## src/rtl/alu_arbiter.sv

```systemverilog
// alu_arbiter: two-requester front end for a shared combinational ALU.
//
// A requester handshake in IDLE latches its operands into the ALU operand
// registers; the ALU result is captured one cycle later (EXEC) and held on
// the shared response bus until the granted requester accepts it (RESP).
//
// Ports
//   clk, rst                      clock, synchronous active-high reset
//   reqN_valid/ready/a/b/ctrl     request channels, N = 0, 1
//   rspN_valid/ready              response handshakes, N = 0, 1
//   rsp_out, rsp_is_zero          shared response payload
//   alu_a, alu_b, alu_ctrl        registered operands to the ALU
//   alu_out, alu_is_zero          ALU result
//   busy                          high whenever the FSM is not in IDLE
//
// Build option
//   ALU_ARBITER_RR_EN  defined: round-robin between simultaneous requests.
//                      undefined: requester 0 always wins a tie and no
//                      priority register exists.
//
// state | meaning
// IDLE  | waiting for a request; ready offered to the arbitration winner
// EXEC  | operands stable at the ALU; result captured at end of cycle
// RESP  | response held for the granted requester until it is accepted

module alu_arbiter #(
    parameter int WIDTH  = 32,
    parameter int CTRL_W = 4
) (
    input  logic              clk,
    input  logic              rst,
    input  logic              req0_valid,
    output logic              req0_ready,
    input  logic [WIDTH-1:0]  req0_a,
    input  logic [WIDTH-1:0]  req0_b,
    input  logic [CTRL_W-1:0] req0_ctrl,
    input  logic              req1_valid,
    output logic              req1_ready,
    input  logic [WIDTH-1:0]  req1_a,
    input  logic [WIDTH-1:0]  req1_b,
    input  logic [CTRL_W-1:0] req1_ctrl,
    output logic              rsp0_valid,
    input  logic              rsp0_ready,
    output logic              rsp1_valid,
    input  logic              rsp1_ready,
    output logic [WIDTH-1:0]  rsp_out,
    output logic              rsp_is_zero,
    output logic [WIDTH-1:0]  alu_a,
    output logic [WIDTH-1:0]  alu_b,
    output logic [CTRL_W-1:0] alu_ctrl,
    input  logic [WIDTH-1:0]  alu_out,
    input  logic              alu_is_zero,
    output logic              busy
);

    typedef enum logic [1:0] {
        IDLE = 2'd0,
        EXEC = 2'd1,
        RESP = 2'd2
    } state_t;

    state_t              state_q, state_d;
    logic                grant_q, grant_d;
    logic [WIDTH-1:0]    alu_a_q, alu_a_d;
    logic [WIDTH-1:0]    alu_b_q, alu_b_d;
    logic [CTRL_W-1:0]   alu_ctrl_q, alu_ctrl_d;
    logic [WIDTH-1:0]    rsp_out_q, rsp_out_d;
    logic                rsp_is_zero_q, rsp_is_zero_d;
    logic                sel_valid;
    logic                sel_grant;
`ifdef ALU_ARBITER_RR_EN
    // prio_q names the requester that wins a tie (0 after reset)
    logic                prio_q, prio_d;
`endif

    // Arbitration: a lone requester always wins; a tie is broken by priority.
    always_comb begin
        sel_valid = req0_valid | req1_valid;
`ifdef ALU_ARBITER_RR_EN
        if (req0_valid && req1_valid) begin
            sel_grant = prio_q;
        end else begin
            sel_grant = req1_valid;
        end
`else
        sel_grant = ~req0_valid & req1_valid;
`endif
    end

    always_comb begin
        state_d       = state_q;
        grant_d       = grant_q;
        alu_a_d       = alu_a_q;
        alu_b_d       = alu_b_q;
        alu_ctrl_d    = alu_ctrl_q;
        rsp_out_d     = rsp_out_q;
        rsp_is_zero_d = rsp_is_zero_q;
`ifdef ALU_ARBITER_RR_EN
        prio_d        = prio_q;
`endif
        req0_ready    = 1'b0;
        req1_ready    = 1'b0;
        rsp0_valid    = 1'b0;
        rsp1_valid    = 1'b0;

        case (state_q)
            IDLE: begin
                // Ready is only offered to a valid winner, so offering it is
                // the handshake; it is suppressed while reset is asserted.
                if (sel_valid && !rst) begin
                    req0_ready = ~sel_grant;
                    req1_ready = sel_grant;
                    grant_d    = sel_grant;
                    alu_a_d    = sel_grant ? req1_a    : req0_a;
                    alu_b_d    = sel_grant ? req1_b    : req0_b;
                    alu_ctrl_d = sel_grant ? req1_ctrl : req0_ctrl;
                    state_d    = EXEC;
                end
            end
            EXEC: begin
                rsp_out_d     = alu_out;
                rsp_is_zero_d = alu_is_zero;
                state_d       = RESP;
            end
            RESP: begin
                rsp0_valid = ~grant_q;
                rsp1_valid = grant_q;
                if (grant_q ? rsp1_ready : rsp0_ready) begin
                    state_d = IDLE;
`ifdef ALU_ARBITER_RR_EN
                    prio_d  = ~grant_q;
`endif
                end
            end
            default: state_d = IDLE;
        endcase
    end

    always_ff @(posedge clk) begin
        if (rst) begin
            state_q       <= IDLE;
            grant_q       <= 1'b0;
            alu_a_q       <= '0;
            alu_b_q       <= '0;
            alu_ctrl_q    <= '0;
            rsp_out_q     <= '0;
            rsp_is_zero_q <= 1'b0;
`ifdef ALU_ARBITER_RR_EN
            prio_q        <= 1'b0;
`endif
        end else begin
            state_q       <= state_d;
            grant_q       <= grant_d;
            alu_a_q       <= alu_a_d;
            alu_b_q       <= alu_b_d;
            alu_ctrl_q    <= alu_ctrl_d;
            rsp_out_q     <= rsp_out_d;
            rsp_is_zero_q <= rsp_is_zero_d;
`ifdef ALU_ARBITER_RR_EN
            prio_q        <= prio_d;
`endif
        end
    end

    assign alu_a       = alu_a_q;
    assign alu_b       = alu_b_q;
    assign alu_ctrl    = alu_ctrl_q;
    assign rsp_out     = rsp_out_q;
    assign rsp_is_zero = rsp_is_zero_q;
    assign busy        = (state_q != IDLE);

endmodule

```

## config.mk

```make
export PLATFORM = sky130hd
export DESIGN_NAME = alu_arbiter
export DESIGN_NICKNAME = d
export VERILOG_FILES = /design/src/rtl/alu_arbiter.sv
export SDC_FILE = /design/constraint.sdc
export NUM_CORES = 1
export LEC_CHECK = 0
export ABC_AREA = 1
export CAP_MARGIN = 10
export CORE_MARGIN = 1.5
export CORE_UTILIZATION = 40
export CTS_CLUSTER_DIAMETER = 40
export CTS_CLUSTER_SIZE = 20
export DETAILED_ROUTE_END_ITERATION = 10
export GPL_ROUTABILITY_DRIVEN = 1
export GPL_TIMING_DRIVEN = 0
export PLACE_DENSITY = 0.88
export SYNTH_ARGS = -nofsm -noshare
export SYNTH_HDL_FRONTEND = slang
export SYNTH_SLANG_ARGS = --single-unit
```

## constraint.sdc

```tcl
create_clock -name clk -period 2.8 [get_ports clk]
set_input_delay 0.42 -clock clk [delete_from_list [all_inputs] [get_ports clk]]
set_output_delay 0.42 -clock clk [all_outputs]
set_load 0.02 [all_outputs]
```

==> flow_summary.yaml, run 1 <==
final_layout:
  fin_nets: 1175
  drive_above_1_share: 0.0408
  utilization: 0.716
  antennaDiodeCount: 0
  syn2layout_area_growth_pct: 72.4
  fillCellCount: 927
cts:
  cts_made_buffers: 9
  htreeDepth: 3
  numClockSinks: 104
  clk_pin_slew_ps: 70
  cts_tree: "done"
  cts_root_buf: "clkbuf_16"
  clockBufferDepth: 2
  postCtsSetupBuffers: 0
  clock_latency_ps: 340
setup_path:
  slowest_stage: "clkdlybuf4s50_1"
  worstSetupStartpointType: "input pin"
  crit_path_max_incr_delay_ps: 640
  critPathBufInv: 3
  crit_fanout: 17
  path_class: "input pin to output port"
  crit_chain: "clkdlybuf4s50_1 > inv_2 > nand2_1 > nand3_4 > nor2_1 > clkdlybuf4s50_1"
  cp.required_ps: 2380
  crit_family: "buffers and inverters"
  endpoint_kind: "output port"
  arrival_ps: 2220
  crit_top_cell: "clkdlybuf4s50_1"
status:
  outcome: "finished clean"
grt:
  grt-ovfl-total: 0
  antenna_found_initial: 0
  grt_pass1_wl_um: 23700
  first_global_vias: 4916
  grt_max_degree: 18
  grt_usage: 0.256
power:
  p_leak_nw: 3.63
  pwr_density_cell_nw_per_um2: 538
  ir_worst_vdd_v: 0.000347
floorplan:
  rows: 38
  initial_core_util: 0.415
  core_area_um2: 10900
  die-area_um2: 12000
  die_y_um: 110
  die_w_um: 110
  ios: 281
synthesis:
  yosysTopAreaCellShare: 0.459
  synth.net_count: 885
  synth-edff-count: 0
  synth.most_common_cell: "nand2_1"
  ys_types: 14
  synthCells: 710
  yosys-top-cells-count: "333 x nand2_1, 104 x dfxtp_1, 99 x nor2_1"
  ys.warnings.count: 0
  synth_top_cell_by_area: "dfxtp_1"
  synthArstFlopShare: 0
  syn_area_per_cell_um2: 6.39
  yosys-top-cells-area: "dfxtp_1 46%, nand2_1 28%, nor2_1 8.2%"
  ys_seq_area_frac: 0.459
  synthFlopType: "dfxtp_1"
  ys_ff_latch: 104
  syn-cell-area_um2: 4540
route:
  wl_um: 15900
  drt_iter0_markers: 268
  vias: 5360
  firstDrtPassIters: 5
  post-route-drc-count: 0
  postRouteAntennaNets: 0
  avgViaCountPerCell: 4.69
  drt-wirelength-per-cell_um: 13.9
timing:
  skew_ps: 8.93
  setup_viol: 0
  fmax_mhz: 378
  final-hold-violation-count: 0
  slew_headroom: 0.669
  grt_setup_unrepaired: "false"
  timing.final.ws_setup_ps: 156
  tightest_slew_ps: 496
  min_period_ps: 2640
  slew_violations: 0
  period_share: 0.944
placement:
  gp_congestion: 0.894
  dp_slack_ps: -93.0
  port_buffers: 280
  dpl.hpwl_um: 12500
hold_path:
  hold_class: "flop to flop"
run:
  cap_violations: 0
metal layers:
layer	global-route usage	up-vias	part of all wire
li1	-	2765	-
met1	0.266	2366	0.38
met2	0.484	211	0.50
met3	0.0901	18	0.11
met4	0.0696	0	0.015
met5	0	-	0
timing repair:
action                     4_1_cts  5_1_grt
pin swaps                        0        0
gates resized for setup          2        4
setup endpoints to repair        2        2
hold buffers                     0        0
worst paths after layout:
path | startpoint | endpoint | slack (ps) | cells after the start
worst min-delay path | alu_a[27] | alu_a[27] | 470 | 2
worst max-delay path | req1_valid | req0_ready | 160 | 6
worst min register to register | alu_a[27] | alu_a[27] | 470 | 2
worst max register to register | state_q[1] | alu_a[2] | 1240 | 6
placed cells by master, fill, tap and decap left out:
cell / count
a21oi_1: 1
buf_1: 2
buf_2: 14
buf_4: 5
buf_6: 1
bufinv_16: 1
clkbuf_1: 22
clkbuf_16: 9
clkbuf_2: 2
clkbuf_8: 1
clkdlybuf4s50_1: 279
clkinv_4: 2
clkinvlp_4: 1
dfxtp_1: 104
dlymetal6s2s_1: 1
inv_1: 19
inv_2: 3
nand2_1: 332
nand2_2: 1
nand3_1: 70
nand3_4: 1
nor2_1: 99
o21ai_0: 34
final cells by class:
class / count / area, µm² / share of cell area
Sequential cell: 104 / 2080 / 0.266
Timing Repair Buffer: 280 / 2810 / 0.358
Tap cell: 140 / 175 / 0.0224
Multi-Input combinational cell: 538 / 2170 / 0.277
Clock inverter: 4 / 55.1 / 0.00704
Clock buffer: 11 / 243 / 0.0310
Inverter: 22 / 82.6 / 0.0106
Buffer: 45 / 215 / 0.0275
through the flow:
step                      cell area, µm²  std cells  hold slack, ps  setup TNS, ps  power, mW
after detailed placement            7520       1130             461           -145       2.98
after global placement              7520       1130             457           -128       2.96
after global routing                7830       1144             489              0       4.42
final                               7830       1144             471              0       4.21
after floorplan                     4540        710             489              0       2.30
after CTS                           7810       1144             472              0       4.23
registers in the layout, indices dropped and copies added (netlist names):
register and cells:
alu_a 32, alu_b 32, rsp_out 32, alu_ctrl 4
state_q 2, grant_q 1, rsp_is_zero 1
where the power goes:
group | switching, mW | internal, mW
registers | 0.0767 | 1.63
clock network | 0.545 | 0.717
logic | 0.623 | 0.614
total | 1.24 | 2.96
cells by family after synthesis:
kind of cell / synth area share
DFF: 0.459
and+or+nand+nor: 0.437
buffers and inverters: 0.0659
AOI/OAI and AO/OA: 0.0386
tightest hold or removal path: stages (launching register included):
cell	delay [ps]
dfxtp_1	310
nand3_1	70
nand2_1	50
(Power assumes the default switching activity.)
==> inputs of run 2 (changes only) <==
--- a/config.mk
+++ b/config.mk
@@ -12,9 +12,10 @@
 export CTS_CLUSTER_DIAMETER = 40
 export CTS_CLUSTER_SIZE = 20
 export DETAILED_ROUTE_END_ITERATION = 10
-export GPL_ROUTABILITY_DRIVEN = 1
 export GPL_TIMING_DRIVEN = 0
+export HOLD_SLACK_MARGIN = 0.15
 export PLACE_DENSITY = 0.88
+export RECOVER_POWER = 100
 export SYNTH_ARGS = -nofsm -noshare
 export SYNTH_HDL_FRONTEND = slang
 export SYNTH_SLANG_ARGS = --single-unit
==> flow_summary.yaml, run 2 (synthesized netlist as in run 1, its figures left out) <==
power:
  p_leak_nw: 3.86
  pwr_density_cell_nw_per_um2: 532
  ir_worst_vdd_v: 0.000343
route:
  avgViaCountPerCell: 4.68
  firstDrtPassIters: 4
  post-route-drc-count: 0
  postRouteAntennaNets: 0
  vias: 5361
  drt-wirelength-per-cell_um: 14.0
  wl_um: 16000
  drt_iter0_markers: 264
cts:
  numClockSinks: 104
  clk_pin_slew_ps: 70
  htreeDepth: 3
  clockBufferDepth: 2
  cts_made_buffers: 9
  postCtsSetupBuffers: 0
  cts_tree: "done"
  cts_root_buf: "clkbuf_16"
  clock_latency_ps: 340
status:
  outcome: "finished clean"
final_layout:
  design_area_um2: 7820
  syn2layout_area_growth_pct: 72.2
  mostFrequentLayoutCells: "332 x nand2_1, 174 x clkdlybuf4s50_1, 105 x dlygate4sd3_1"
  fin_nets: 1175
  drive_above_1_share: 0.0378
  utilization: 0.715
  layout_commonest_cell: "nand2_1"
timing:
  skew_ps: 10.1
  fmax_mhz: 378
  slew_violations: 0
  tightest_slew_ps: 604
  min_period_ps: 2640
  slew_headroom: 0.598
  final-hold-violation-count: 0
  grt_setup_unrepaired: "false"
  timing.final.ws_setup_ps: 157
  period_share: 0.944
  setup_viol: 0
floorplan:
  die_w_um: 110
  core_area_um2: 10900
  initial_core_util: 0.415
  rows: 38
  die_y_um: 110
  die-area_um2: 12000
  ios: 281
setup_path:
  reg2reg_to: "alu_b[30]"
  r2r-start: "state_q[1]"
  critPathLaunch: "req1_valid"
  endpoint_kind: "output port"
  worstSetupStartpointType: "input pin"
  crit_fanout: 17
  arrival_ps: 2220
  path_class: "input pin to output port"
  cp-endpoint: "req0_ready"
  r2r_slack_ps: 1190
  cp.required_ps: 2380
  rr_worst_depth: 6
placement:
  postPlaceCellArea_um2: 7520
  port_buffers: 280
  gp_congestion: 0.894
  dp_slack_ps: -93.0
  dpl.hpwl_um: 12500
grt:
  grt_pass1_wl_um: 23700
  antenna_found_initial: 1
  grt_max_degree: 18
  grt_usage: 0.256
  grt-ovfl-total: 0
  first_global_vias: 4916
hold_path:
  hold_class: "flop to flop"
run:
  cap_violations: 0
run 2: what timing repair did:
action,CTS,global route
hold buffers,0,0
resized for setup,2,4
endpoints found under the setup margin,2,2
run 2: stage by stage:
step	TNS (ps)	std cells	hold slack, ps	power, mW
detailed placement	-145	1130	461	2.98
finish	0	1145	467	4.15
global placement	-128	1130	457	2.96
floorplan	0	710	489	2.30
CTS	0	1144	472	4.23
global route	0	1145	487	4.36
run 2: final cells by class:
type / count / area [µm²]
Sequential cell: 104 / 2080
Fill cell: 927 / 3120
Antenna cell: 1 / 2.50
Buffer: 45 / 211
Clock buffer: 11 / 243
Timing Repair Buffer: 280 / 2800
Multi-Input combinational cell: 538 / 2170
Inverter: 22 / 82.6
Tap cell: 140 / 175
Clock inverter: 4 / 55.1
run 2: worst min-delay path by stage:
| stage | startpoint | to | slack (ps) | cells after the start |
|---|---|---|---|---|
| after floorplan | rst | state_q[1] | 490 | 1 |
| after global placement | alu_a[1] | alu_a[1] | 460 | 2 |
| after detailed placement | alu_a[31] | alu_a[31] | 460 | 2 |
| after CTS | alu_a[31] | alu_a[31] | 470 | 2 |
| after global routing | alu_a[6] | alu_a[6] | 490 | 2 |
| final | alu_a[27] | alu_a[27] | 470 | 2 |
run 2: power by group:
group          leakage [nW]  total [mW]  switching (mW)  internal [mW]
Sequential            0.858        1.70          0.0701           1.63
Combinational          2.86        1.18           0.625          0.559
Clock                 0.142        1.27           0.552          0.717
Total                  3.86        4.15            1.25           2.91
run 2: worst max-delay path, cell delays in order:
cell             delay, ps
clkdlybuf4s50_1        610
inv_2                   60
nand2_1                130
nand3_4                210
nor2_1                 150
clkdlybuf4s50_1        640
run 2: layer usage:
layer | wire (µm) | GRT usage | part of all wire
met1 | 6080 | 0.266 | 0.38
met3 | 1680 | 0.0901 | 0.10
met4 | 191 | 0.0696 | 0.012
met2 | 8020 | 0.484 | 0.50
met5 | 0 | 0 | 0
